`config.mk`:
```
export PLATFORM = sky130hd
export DESIGN_NAME = fir_mac_engine
export DESIGN_NICKNAME = d
export VERILOG_FILES = /design/src/rtl/fir_mac_engine.sv
export SDC_FILE = /design/constraint.sdc
export NUM_CORES = 1
export LEC_CHECK = 0
export ABC_CLOCK_PERIOD_IN_PS = 9790
export CAP_MARGIN = 0
export CELL_PAD_IN_SITES_DETAIL_PLACEMENT = 1
export CELL_PAD_IN_SITES_GLOBAL_PLACEMENT = 1
export CORE_MARGIN = 5
export CORE_UTILIZATION = 30
export CTS_BUF_LIST = sky130_fd_sc_hd__clkbuf_4 sky130_fd_sc_hd__clkbuf_8
export DETAILED_ROUTE_END_ITERATION = 12
export PLACE_DENSITY = 0.53
export SLEW_MARGIN = 10
export SYNTH_ARGS = -nofsm -noshare
export SYNTH_HDL_FRONTEND = slang
export SYNTH_SLANG_ARGS = --single-unit
export TNS_END_PERCENT = 10
```
`constraint.sdc`:
```
create_clock -name clk -period 9.79 [get_ports clk]
set_input_delay 1.4685 -clock clk [delete_from_list [all_inputs] [get_ports clk]]
set_output_delay 1.4685 -clock clk [all_outputs]
set_load 0.02 [all_outputs]
```
`src/rtl/fir_mac_engine.sv`:
```
// Handshaked signed multiply-accumulate engine: one (x, coeff) pair per beat, TAPS products per frame,
// scaled/rounded/saturated result presented on a valid/ready output with a first-cycle tick.
module fir_mac_engine #(
  parameter int unsigned DATA_W = 16,
  parameter int unsigned COEF_W = 16,
  parameter int unsigned TAPS   = 64,
  parameter int unsigned OUT_W  = 32,
  parameter int unsigned SHIFT  = 0,
  parameter int unsigned SAT_EN = 1
) (
  input  logic                      clk,
  input  logic                      rst,
  input  logic                      clear,
  input  logic                      in_valid,
  output logic                      in_ready,
  input  logic signed [DATA_W-1:0]  x,
  input  logic signed [COEF_W-1:0]  coeff,
  output logic                      out_valid,
  input  logic                      out_ready,
  output logic signed [OUT_W-1:0]   y,
  output logic                      overflow,
  output logic                      tick,
  output logic [$clog2(TAPS)-1:0]   tap_idx
);

  localparam int unsigned TW    = $clog2(TAPS);
  localparam int unsigned PW    = DATA_W + COEF_W;
  localparam int unsigned ACC_W = PW + TW;
  localparam int unsigned RW    = (ACC_W + 1 > OUT_W) ? ACC_W + 1 : OUT_W;
  localparam logic signed [RW-1:0] RND = (RW'(1) << SHIFT) >> 1;

  typedef enum logic [1:0] {S_ACC, S_DRAIN, S_HOLD} state_t;

  state_t                   state_q, state_d;
  logic                     beat, load, done;
  logic                     prod_valid;
  logic signed [PW-1:0]     prod;
  logic signed [ACC_W-1:0]  acc;
  logic signed [RW-1:0]     r_c;
  logic                     ovf_c;
  logic signed [OUT_W-1:0]  y_c;

  // A beat presented together with clear is dropped.
  assign beat = in_valid & in_ready & ~clear;

  // Next-state and control strobes.
  always_comb begin
    state_d = state_q;
    load    = 1'b0;
    done    = 1'b0;
    case (state_q)
      S_ACC:   if (beat && tap_idx == TW'(TAPS - 1)) state_d = S_DRAIN;
      S_DRAIN: if (!prod_valid) begin
                 load    = 1'b1;
                 state_d = S_HOLD;
               end
      S_HOLD:  if (out_ready) begin
                 done    = 1'b1;
                 state_d = S_ACC;
               end
      default: state_d = S_ACC;
    endcase
    if (clear) begin
      state_d = S_ACC;
      load    = 1'b0;
      done    = 1'b0;
    end
  end

  // Round half up, then saturate or wrap; overflow when the upper bits are not a pure sign extension.
  always_comb begin
    r_c   = (RW'(acc) + RND) >>> SHIFT;
    ovf_c = !((&r_c[RW-1:OUT_W-1]) || !(|r_c[RW-1:OUT_W-1]));
    y_c   = r_c[OUT_W-1:0];
    if (ovf_c && SAT_EN != 0)
      y_c = r_c[RW-1] ? {1'b1, {(OUT_W-1){1'b0}}} : {1'b0, {(OUT_W-1){1'b1}}};
  end

  always_ff @(posedge clk or posedge rst) begin
    if (rst) begin
      state_q    <= S_ACC;
      in_ready   <= 1'b1;
      prod_valid <= 1'b0;
      prod       <= '0;
      acc        <= '0;
      tap_idx    <= '0;
      out_valid  <= 1'b0;
      y          <= '0;
      overflow   <= 1'b0;
      tick       <= 1'b0;
    end else begin
      state_q    <= state_d;
      in_ready   <= (state_d == S_ACC);
      prod_valid <= beat;
      if (beat) prod <= PW'(x) * PW'(coeff);
      if (clear) begin
        acc        <= '0;
        tap_idx    <= '0;
        prod_valid <= 1'b0;
        out_valid  <= 1'b0;
        tick       <= 1'b0;
      end else begin
        tick <= load;
        if (beat) tap_idx <= tap_idx + TW'(1);
        if (prod_valid) acc <= acc + ACC_W'(prod);
        if (load) begin
          y         <= y_c;
          overflow  <= ovf_c;
          out_valid <= 1'b1;
        end
        if (done) begin
          out_valid <= 1'b0;
          acc       <= '0;
          tap_idx   <= '0;
        end
      end
    end
  end

endmodule

```
# Word-level counts from Yosys, hierarchy flattened
# Cells that the tools add are included.
# op_classes
n_bitwise,3
multipliers,1
n_mux,24
eq_ne,3
addsub,2
n_reduce_logical,12
# op_table
operator,n
$mux 38,3
$mux 32,2
$add 38x32->38,1
$mul 16x16->32,1
$mux 6,3
$mux 1,11
$reduce_bool 3->1,3
$mux 2,4
$reduce_and 7->1,1
$reduce_or 7->1,1
$add 6x1->6 const B,1
$eq 6x6->1 const B,1
$pmux 2 s3,1
$logic_not 2->1,2
$and 1x1->1,2
$eq 2x1->1 const B,1
$eq 2x2->1 const B,1
$logic_not 1->1,2
$reduce_and 2->1,1
$logic_and 1x1->1,1
$logic_or 1x1->1,1
$not 1->1,1
# totals
out_inout_bits,42
wordCells,55
in_bits,37
regBits,115

# Longest topological paths before layout
# Gate-level depths: netlist of run 1.
# depth
ltp_word,7
depth_mapped,24
depth_no_buf,23

# Least setup slack after synthesis of run 1
# OpenSTA, ideal clock, no wires.
# synth_timing
path_kind,input -> register
from,input x[15]
to,register prod[31]
setup_slack_ns,2.970
setup_time_ns,0.129
t_required_ns,9.661
stages,18
arrival_time_ns,6.692
path_cell_list,clkbuf_1 -> nand2_1 -> inv_1 -> fa_1 -> fa_1 -> fa_1 -> fa_1 -> fa_1 -> fa_1 -> ha_1 -> a21o_1 -> a21o_1 -> a21oi_1 -> nand2_1 -> o21ai_0 -> o21ai_1 -> xnor2_1 -> o21ai_1
# synth_between
elab_chain_cells,1
# synth_rtl
element,line,rtl
from (decl),16,"input logic signed [DATA_W-1:0] x,"
$mul 16x16->32,95,if (beat) prod <= PW'(x) * PW'(coeff);
to (signal assigned),95,
to (decl),37,logic signed [PW-1:0] prod;
# Every way passes these cells.
# A chain may end at the register's enable or synchronous reset.

# Final worst setup path of run 1
# layout_timing
from,input coeff[1]
to,register prod[31]
# layout_between
elab_chain_cells,1
# layout_rtl
element,line,rtl
from (decl),17,"input logic signed [COEF_W-1:0] coeff,"
$mul 16x16->32,95,
# Every way passes these cells.

==> results of run 1 <==
[area by class of cell]
| class | count | area share [%] |
|---|---|---|
| clock inverters | 12 | 0.7477 |
| multi-input cells | 1276 | 66.10 |
| flip-flops and latches | 115 | 16.09 |
| inverters | 290 | 6.094 |
| repair buffers | 86 | 4.696 |
| clock buffers | 20 | 1.468 |
| well taps | 688 | 4.808 |
[worst max-delay path: stages]
cell and delay, ns:
clkdlybuf4s50_1 0.80, and2_1 0.35, fa_1 0.54, inv_1 0.06, fa_1 0.53, inv_1 0.05, fa_1 0.46, fa_1 0.49
fa_1 0.54, inv_1 0.05, fa_1 0.47, inv_1 0.04, ha_1 0.37, a2111oi_0 0.43, o21ai_0 0.20, a2bb2oi_1 0.34
o31ai_1 0.16, o21ai_0 0.28, o21ai_1 0.13, xnor2_1 0.17, o21ai_1 0.08
[how the worst max path moves through the flow]
stage,from,to,slack (ns),cells past startpoint
after floorplan,x[15],prod[31],2.97,18
after global placement,coeff[3],prod[31],1.72,21
after detailed placement,coeff[1],prod[31],1.55,22
after CTS,coeff[1],prod[31],2.06,22
after global routing,coeff[1],prod[26],1.79,21
final,coeff[1],prod[31],2.10,21
[logic make-up after synthesis]
logic type | after synthesis | synth area share, %
xor gates and xnor gates | 71 | 3.882
DFF | 115 | 17.97
adders and majority gates | 383 | 42.24
and+or+nand+nor | 543 | 16.14
muxes | 27 | 1.703
AOI/OAI and AO/OA | 252 | 9.865
buffers and inverters | 350 | 8.201
[metal layers]
layer	wire length [um]	global-route usage, %	part of all wire [%]	up-vias
met4	398	2.565	0.93	0
met2	19000	24.17	44	154
met3	1164	1.348	2.7	24
met1	22310	23.49	52	5884
met5	0	0	0	-
li1	-	-	-	5554
[metrics by stage]
stage                     util, %  cell area, um2  std cells  setup WS, ns  hold WS (ns)
after CTS                   33.94           17900       2487         2.064        0.4780
final                       33.94           17900       2487         2.102        0.4845
after global placement      33.18           17510       2455         1.724        0.4532
after detailed placement    33.18           17510       2455         1.553        0.4669
after global routing        33.94           17900       2487         1.789        0.4936
after floorplan                 -           16020       1741         2.970        0.4357
[cells in the final DEF (no fill, tap or decap), drive strengths merged, types with 13 or more instances in the layout]
cell type	instances
inv	290
fa	263
nand2	236
and2	128
ha	120
dfrtp	114
nor2	98
a21oi	92
clkdlybuf4s50	78
o21ai	65
xnor2	41
a21o	30
xor2	30
mux2i	25
clkbuf	20
nand3	13
[synth_stat cells (3+ instances only)]
cell type and number:
and4_1 3, xor2_1 30, o21bai_1 9, buf_1 3, o21a_1 8, nor3b_1 3
nand2_1 235, inv_1 289, and2_1 128, nor2_1 98, and3_1 5, nand4_1 12
o21ai_1 14, fa_1 263, a31oi_1 6, nor3_1 6, clkbuf_1 57, ha_1 120
xnor2_1 41, nor2b_1 8, a211oi_1 5, a211o_1 3, o31ai_1 4, nand3_1 13
a21o_1 30, dfrtp_1 114, o211ai_1 4, nand2b_1 11, nand3b_1 9, a21oi_1 90
mux2i_1 25, o21ai_0 50
[sequential cells by signal, indices dropped and copies added (netlist names)]
name        cells
tick            1
tap_idx         6
prod           32
overflow        1
out_valid       1
in_ready        1
y              32
state_q         2
prod_valid      1
acc            38
==> out/qor.yml, run 1 <==
run_status:
  status: "completed"
run:
  maxCapViolations: 0
clock_tree:
  numCtsBuffers: 17
  cts_sinks: 115
  clk_pin_slew_ns: 0.08
  htreeDepth: 4
  post_cts_buffers: 0
  cts_resized: 0
  cts_tree: "yes"
  root_buffer: "clkbuf_8"
  cts_hold_buf: 0
  clk_latency_ns: 0.45
  clockBufferDepth: 2
timing:
  tightest_slew_ns: 0.9629
  hold_viol_final: 0
  setup_violations: 0
  tns_ns: 0
  max_slew_margin_pct: 35.81
  drv_slew: 0
  min_period_ns: 7.688
  fmax_mhz: 130.1
  rsz0062_at_grt: "no"
  finClkSkew_ns: 0.01130
  fin_crit_sh_pct: 78.53
hold_path:
  holdCritStartpoint: "state_q[1]"
  whs_path_depth: 1
  hold_path_end: "state_q[0]"
  min_path_type: "reg2reg"
worst_setup_path:
  rr_worst_depth: 11
  worstSetupEndpointType: "flop"
  arrival_ns: 8.00
  r2r_slack_ns: 6.86
  rr_endpoint: "acc[30]"
  worst-path-max-fanout: 16
  critPathRequiredTime_ns: 10.11
  start_kind: "primary input"
  critPathKind: "in2reg"
  reg2reg_from: "acc[0]"
global_routing:
  grt_pass1_wl_um: 71890
  grt_max_degree: 74
  antenna_found_initial: 0
  grt.total_usage_pct: 15.35
  grt_overflow_total: 0
  grt_pass1_vias: 13000
floorplanning:
  fp.dieW_um: 241.1
  start_util_pct: 30.36
  die_y_um: 241.1
  io_pins: 79
  fp-row-count: 84
  coreArea_um2: 52760
  dieArea_um2: 58120
detailed_routing:
  routed_wl_um: 42870
  drt_iter0_drc: 458
  drt-pass1-iter-count: 5
  ant_nets: 0
  route.detailed.drc: 0
  wire_per_inst_um: 17.24
  avgViaCountPerCell: 4.671
  vias: 11620
layout:
  n_antenna_cell: 0
  multiInputGateArea_um2: 11840
  nets: 2206
  nFillCells: 6145
  synthToLayoutAreaGrowth_pct: 11.77
  seq_area_um2: 2880
  drive_gt1_share_pct: 3.446
synthesis:
  yosys_warnings: 0
  yosys-top-cells-area: "fa_1, dfrtp_1, ha_1"
  synth-seq-cells: 115
  netlist-cell-type-count: 67
  synthCells: 1741
  synth_top_area_share_pct: 32.87
  synth_top_flop_cell: "dfrtp_1"
  synth_area_um2: 16020
  async_flop_share_pct: 100.0
  synth_area_leader_cell: "fa_1"
  synth_edf_count: 0
  ys_seq_area_share_pct: 17.97
  syn_avg_cell_area_um2: 9.201
  syn_nets: 2161
placed_design:
  dpl.hpwl_um: 35040
  routabilityCongestion: 0.8103
  io_buffers: 78
Power of run 1 is not shown: default switching activity piles up to over one toggle a cycle in this logic, so the estimate is an artifact.
==> run 2: changes to the inputs <==
--- a/config.mk
+++ b/config.mk
@@ -5,7 +5,7 @@
 export SDC_FILE = /design/constraint.sdc
 export NUM_CORES = 1
 export LEC_CHECK = 0
-export ABC_CLOCK_PERIOD_IN_PS = 9790
+export ABC_CLOCK_PERIOD_IN_PS = 7850
 export CAP_MARGIN = 0
 export CELL_PAD_IN_SITES_DETAIL_PLACEMENT = 1
 export CELL_PAD_IN_SITES_GLOBAL_PLACEMENT = 1
==> constraint.sdc (replaced) <==
create_clock -name clk -period 7.85 [get_ports clk]
set_input_delay 1.1775 -clock clk [delete_from_list [all_inputs] [get_ports clk]]
set_output_delay 1.1775 -clock clk [all_outputs]
set_load 0.02 [all_outputs]
==> out/qor.yml, run 2 (same netlist as run 1, synthesis figures left out) <==
layout:
  synthToLayoutAreaGrowth_pct: 14.34  # was 11.77%
  multiInputGateArea_um2: 11840  # unchanged
  final_cell_mix: "inv_1, fa_1, nand2_1"  # unchanged
  nFillCells: 6180  # was 6145
  top_register: "acc"  # unchanged
  nets: 2253  # was 2206
  seq_area_um2: 2880  # unchanged
  n_antenna_cell: 0  # unchanged
  top_regs: "acc x38, prod x32, y x32"  # unchanged
  largest_reg_flops: 38  # unchanged
  drive_gt1_share_pct: 5.905  # was 3.446%
  final_common_cell: "inv_1"  # unchanged
clock_tree:
  clockBufferDepth: 2  # unchanged
  clk_latency_ns: 0.45  # about the same
  cts_resized: 0  # unchanged
  cts_hold_buf: 0  # unchanged
  root_buffer: "clkbuf_8"  # unchanged
  clk_pin_slew_ns: 0.07  # was 0.08 ns
  cts_sinks: 115  # unchanged
  htreeDepth: 4  # unchanged
  numCtsBuffers: 17  # unchanged
  cts_tree: "yes"  # unchanged
  post_cts_buffers: 0  # unchanged
worst_setup_path:
  critPathRequiredTime_ns: 8.16  # was 10.11 ns
  rr_worst_depth: 11  # unchanged
  r2r_slack_ns: 4.89  # was 6.86 ns
  worst-path-max-fanout: 11  # was 16
  worst-path-buf-inv: 4  # was 5
  cpLargestDelayFamily: "adder cells"  # unchanged
  path_cells: "clkdlybuf4s50_1 > nand2_1 > fa_1 > inv_1 > fa_1 > fa_1 > fa_1 > fa_1 > inv_1 > fa_1 > inv_1 > ha_1 > a2111oi_0 > o21ai_0 > a2bb2oi_1 > o31ai_1 > o21ai_0 > o21ai_1 > xnor2_1 > o21ai_1"  # was clkdlybuf4s50_1 > and2_1 > fa_1 > inv_1 > fa_1 > inv_1 > fa_1 > fa_1 > fa_1 > inv_1 > fa_1 > inv_1 > ha_1 > a2111oi_0 > o21ai_0 > a2bb2oi_1 > o31ai_1 > o21ai_0 > o21ai_1 > xnor2_1 > o21ai_1
  start_kind: "primary input"  # unchanged
  rr_endpoint: "acc[30]"  # unchanged
  reg2reg_from: "acc[0]"  # unchanged
  critPathKind: "in2reg"  # unchanged
  worstSetupEndpointType: "flop"  # unchanged
  cp.depth: 20  # was 21
  crit_top_cell: "fa_1"  # unchanged
  critPathMaxStageDelay_ns: 0.92  # was 0.80 ns
  cpMaxStageDelayCell: "clkdlybuf4s50_1"  # unchanged
  arrival_ns: 7.56  # was 8.00 ns
timing:
  setup_violations: 0  # unchanged
  tightest_slew_ns: 0.9319  # was 0.9629 ns
  fmax_mhz: 138.0
  min_period_ns: 7.248
  max_slew_margin_pct: 37.88  # was 35.81%
  drv_slew: 0  # unchanged
  finClkSkew_ns: 0.01279  # was 0.01130 ns
  fin_crit_sh_pct: 92.33
  hold_viol_final: 0  # unchanged
  rsz0062_at_grt: "no"  # unchanged
  tns_ns: 0  # unchanged
floorplanning:
  fp.dieW_um: 241.1  # unchanged
  io_pins: 79  # unchanged
  dieArea_um2: 58120  # unchanged
  coreArea_um2: 52760  # unchanged
  die_y_um: 241.1  # unchanged
  fp-row-count: 84  # unchanged
  start_util_pct: 30.36  # unchanged
detailed_routing:
  route.detailed.drc: 0  # unchanged
  ant_nets: 0  # unchanged
  wire_per_inst_um: 17.05  # was 17.24 um
  vias: 11800  # was 11620
  drt_iter0_drc: 392  # was 458
  avgViaCountPerCell: 4.657  # was 4.671
  routed_wl_um: 43210  # was 42870 um
  drt-pass1-iter-count: 4  # was 5
global_routing:
  antenna_found_initial: 0  # unchanged
  use_met3_pct: 1.588  # was 1.348%
  grt-busiest-layer: "met2"  # unchanged
  grt_pass1_vias: 13490  # was 13000
  grt_pass1_wl_um: 73270  # was 71890 um
  grt.total_usage_pct: 15.50  # was 15.35%
  use_met2_pct: 25.50  # was 24.17%
  grt_overflow_total: 0  # unchanged
  grt_max_degree: 74  # unchanged
  use_met1_pct: 22.49  # was 23.49%
run:
  maxCapViolations: 0  # unchanged
hold_path:
  holdCritStartpoint: "state_q[1]"  # unchanged
  whs_path_depth: 1  # unchanged
  min_path_type: "reg2reg"  # unchanged
  hold_path_end: "state_q[0]"  # unchanged
placed_design:
  dpl.hpwl_um: 36250  # was 35040 um
  routabilityCongestion: 0.8275  # was 0.8103
  io_buffers: 78  # unchanged
run_status:
  status: "completed"  # unchanged
-- run 2: cell count changes in the layout (fill, tap and decap cells not counted) --
cell	delta
buf_12	+1
buf_4	+46
bufinv_16	+2
clkbuf_4	-2
clkbuf_8	+1
clkinv_2	+1
clkinv_4	-3
inv_6	+1
-- run 2: per-layer routing --
metal | vias to the layer above | wire [um]
li1 | 5645 | -
met1 | 5938 | 21730
met2 | 181 | 19690
met3 | 36 | 1235
met4 | 0 | 556
met5 | - | 0
-- run 2: cell type report --
class,count,share of cell area [%]
Tap cell,688,4.700
Clock inverter,13,0.9905
Clock buffer,19,1.428
Inverter,290,5.957
Sequential cell,115,15.73
Timing Repair Buffer,133,6.585
Multi-Input combinational cell,1276,64.62
-- run 2: worst reg2reg max path, delay by kind of cell (launching register included) --
family / cells / cell delay (ns)
AO/OA/AOI/OAI: 4 / 1.19
flip-flops: 1 / 0.42
adder cells (fa/ha/maj): 2 / 0.65
AND/OR/NAND/NOR: 5 / 0.60
-- run 2: stage by stage --
stage                     hold slack (ns)  util [%]  setup WS [ns]  instance area [um2]  instances
after global routing               0.4930     34.72         0.2445                18320       2534
final                              0.4767     34.72         0.6021                18320       2534
after CTS                          0.4700     34.72         0.6672                18320       2534
after detailed placement           0.4588     33.88         0.1746                17870       2502
after global placement             0.4530     33.88         0.2954                17870       2502
after floorplan                    0.4357         -          1.321                16020       1741
-- run 2: worst max-delay path by stage --
| stage | from | to | slack [ns] |
|---|---|---|---|
| 4_1_cts | x[10] | prod[30] | 0.67 |
| 5_1_grt | coeff[10] | prod[31] | 0.24 |
| 6_report | coeff[10] | prod[31] | 0.60 |
| 3_3_place_gp | coeff[10] | prod[31] | 0.30 |
| 2_1_floorplan | x[15] | prod[31] | 1.32 |
| 3_5_place_dp | x[10] | prod[30] | 0.17 |
Power of run 2 is left out for the same reason.
==> run 3: changes to the inputs <==
--- a/config.mk
+++ b/config.mk
@@ -10,10 +10,11 @@
 export CELL_PAD_IN_SITES_DETAIL_PLACEMENT = 1
 export CELL_PAD_IN_SITES_GLOBAL_PLACEMENT = 1
 export CORE_MARGIN = 5
-export CORE_UTILIZATION = 30
+export CORE_UTILIZATION = 50
 export CTS_BUF_LIST = sky130_fd_sc_hd__clkbuf_4 sky130_fd_sc_hd__clkbuf_8
 export DETAILED_ROUTE_END_ITERATION = 12
-export PLACE_DENSITY = 0.53
+export DONT_BUFFER_PORTS = 1
+export PLACE_DENSITY = 0.78
 export SLEW_MARGIN = 10
 export SYNTH_ARGS = -nofsm -noshare
 export SYNTH_HDL_FRONTEND = slang
==> constraint.sdc (replaced) <==
create_clock -name clk -period 7.85 [get_ports clk]
set_input_delay 1.1775 -clock clk [delete_from_list [all_inputs] [get_ports clk]]
set_output_delay 1.1775 -clock clk [all_outputs]
set_load 0.1 [all_outputs]
==> out/qor.yml, run 3 (same netlist as run 1, synthesis figures left out) <==
layout:
  top_register: "acc"  # unchanged
  n_antenna_cell: 0  # unchanged
  largest_reg_flops: 38  # unchanged
  nets: 2127  # was 2253
  final_common_cell: "inv_1"  # unchanged
  top_regs: "acc x38, prod x32, y x32"  # unchanged
  final_cell_mix: "inv_1, fa_1, nand2_1"  # unchanged
  synthToLayoutAreaGrowth_pct: 4.523  # was 14.34%
  nFillCells: 3649  # was 6180
  drive_gt1_share_pct: 3.547  # was 5.905%
global_routing:
  grt.total_usage_pct: 24.09  # was 15.50%
  grt_pass1_vias: 13320  # was 13490
  antenna_found_initial: 0  # unchanged
  grt_overflow_total: 0  # unchanged
  grt_pass1_wl_um: 70290  # was 73270 um
  grt_max_degree: 65  # was 74
clock_tree:
  cts_resized: 0  # unchanged
  cts_tree: "yes"  # unchanged
  clk_latency_ns: 0.43  # was 0.45 ns
  post_cts_buffers: 0  # unchanged
  htreeDepth: 4  # unchanged
  clk_pin_slew_ns: 0.08  # was 0.07 ns
  cts_sinks: 115  # unchanged
  clockBufferDepth: 2  # unchanged
  root_buffer: "clkbuf_8"  # unchanged
  cts_hold_buf: 0  # unchanged
  numCtsBuffers: 17  # unchanged
floorplanning:
  fp-row-count: 65  # was 84
  fp.dieW_um: 189.0  # was 241.1 um
  die_y_um: 189.0  # was 241.1 um
  io_pins: 79  # unchanged
  start_util_pct: 50.77  # was 30.36%
  dieArea_um2: 35720  # was 58120 um2
  coreArea_um2: 31560  # was 52760 um2
worst_setup_path:
  worstSetupEndpointType: "flop"  # unchanged
  critPathRequiredTime_ns: 8.15  # was 8.16 ns
  cpMaxStageDelayCell: "fa_1"  # was clkdlybuf4s50_1
  crit_top_cell: "fa_1"  # unchanged
  critPathMaxStageDelay_ns: 0.85  # was 0.92 ns
  reg2reg_from: "acc[0]"  # unchanged
  arrival_ns: 6.81  # was 7.56 ns
  cpLargestDelayFamily: "adder cells"  # unchanged
  worst-path-max-fanout: 16  # was 11
  path_cells: "nand2_1 > inv_1 > fa_1 > fa_1 > fa_1 > fa_1 > fa_1 > inv_1 > fa_1 > inv_1 > ha_1 > nand2_1 > nor2_1 > nand2_1 > o31ai_1 > o21ai_0 > o21ai_1 > xnor2_1 > o21ai_1"  # was clkdlybuf4s50_1 > nand2_1 > fa_1 > inv_1 > fa_1 > fa_1 > fa_1 > fa_1 > inv_1 > fa_1 > inv_1 > ha_1 > a2111oi_0 > o21ai_0 > a2bb2oi_1 > o31ai_1 > o21ai_0 > o21ai_1 > xnor2_1 > o21ai_1
  crit_path_start: "x[15]"  # was coeff[10]
  worst-path-buf-inv: 3  # was 4
  critPathKind: "in2reg"  # unchanged
  start_kind: "primary input"  # unchanged
detailed_routing:
  avgViaCountPerCell: 5.523  # was 4.657
  vias: 11720  # was 11800
  route.detailed.drc: 0  # unchanged
  drt-pass1-iter-count: 5  # was 4
  wire_per_inst_um: 19.22  # was 17.05 um
  drt_iter0_drc: 676  # was 392
  ant_nets: 0  # unchanged
  routed_wl_um: 40780  # was 43210 um
timing:
  tightest_slew_ns: 1.228  # was 0.9319 ns
  fmax_mhz: 153.7  # was 138.0 MHz
  finClkSkew_ns: 0.009190  # was 0.01279 ns
  tns_ns: 0  # unchanged
  min_period_ns: 6.507  # was 7.248 ns
  max_slew_margin_pct: 18.13  # was 37.88%
  drv_slew: 0  # unchanged
  hold_viol_final: 0  # unchanged
  setup_violations: 0  # unchanged
  rsz0062_at_grt: "no"  # unchanged
  fin_crit_sh_pct: 82.89  # was 92.33%
placed_design:
  dpl.hpwl_um: 33600  # was 36250 um
  io_buffers: 0  # was 78
  routabilityCongestion: 0.8814  # was 0.8275
hold_path:
  min_path_type: "reg2reg"  # unchanged
  holdCritStartpoint: "prod[0]"  # was state_q[1]
run:
  maxCapViolations: 0  # unchanged
run_status:
  status: "completed"  # unchanged
## run 3: changes by cell type in the layout (fill, tap and decap cells not counted), sizes merged
cell	delta
buf	-48
bufinv	-3
clkbuf	-2
clkdlybuf4s50	-78
clkinv	-3
clkinvlp	+1
inv	+7
## run 3: cell type report
class / count / area (um2) / area share (%)
timing repair buffer: 7 / 52.55 / 0.3139
tap: 402 / 503.0 / 3.004
sequential: 115 / 2880 / 17.20
inverter: 290 / 1091 / 6.516
clock buffer: 17 / 234.0 / 1.397
multi-input combinational: 1276 / 11840 / 70.68
clock inverter: 15 / 147.6 / 0.8818
## run 3: worst reg2reg max path, delay by kind of cell (launching register included)
kind | cells | cell delay (ns)
AND/OR/NAND/NOR | 5 | 0.61
adder cells (fa/ha/maj) | 2 | 0.67
AO/OA/AOI/OAI | 4 | 1.13
flip-flops | 1 | 0.42
## run 3: routing by layer
metal | vias to the layer above | wire length (um) | GRT usage [%] | share of wire [%]
met3 | 27 | 1946 | 3.577 | 4.8
met5 | - | 0 | 0 | 0
met1 | 6076 | 18830 | 33.82 | 46
li1 | 5391 | - | - | -
met2 | 226 | 19660 | 40.99 | 48
met4 | 0 | 340 | 3.391 | 0.83
## run 3: through the flow
step	utilization (%)	instance area, um2	setup WS, ns	hold WS [ns]	std cells
CTS	53.06	16740	1.384	0.4891	2122
floorplan	-	16020	1.321	0.4357	1741
finish	53.06	16740	1.343	0.4939	2122
global route	53.06	16740	1.012	0.5203	2122
global placement	51.85	16360	1.171	0.4503	2090
detailed placement	51.85	16360	0.9108	0.4754	2090
## run 3: path summary, 6_finish.rpt
check	depth (start not counted)	slack [ns]	endpoint
worst max-delay path	19	1.34	prod[31]
worst min-delay path	2	0.49	prod[0]
worst max register to register	11	4.90	acc[30]
worst min register to register	2	0.49	prod[0]
max in group asynchronous	2	5.89	y[23]
min in group asynchronous	1	0.69	overflow
Power of run 3 is left out for the same reason.
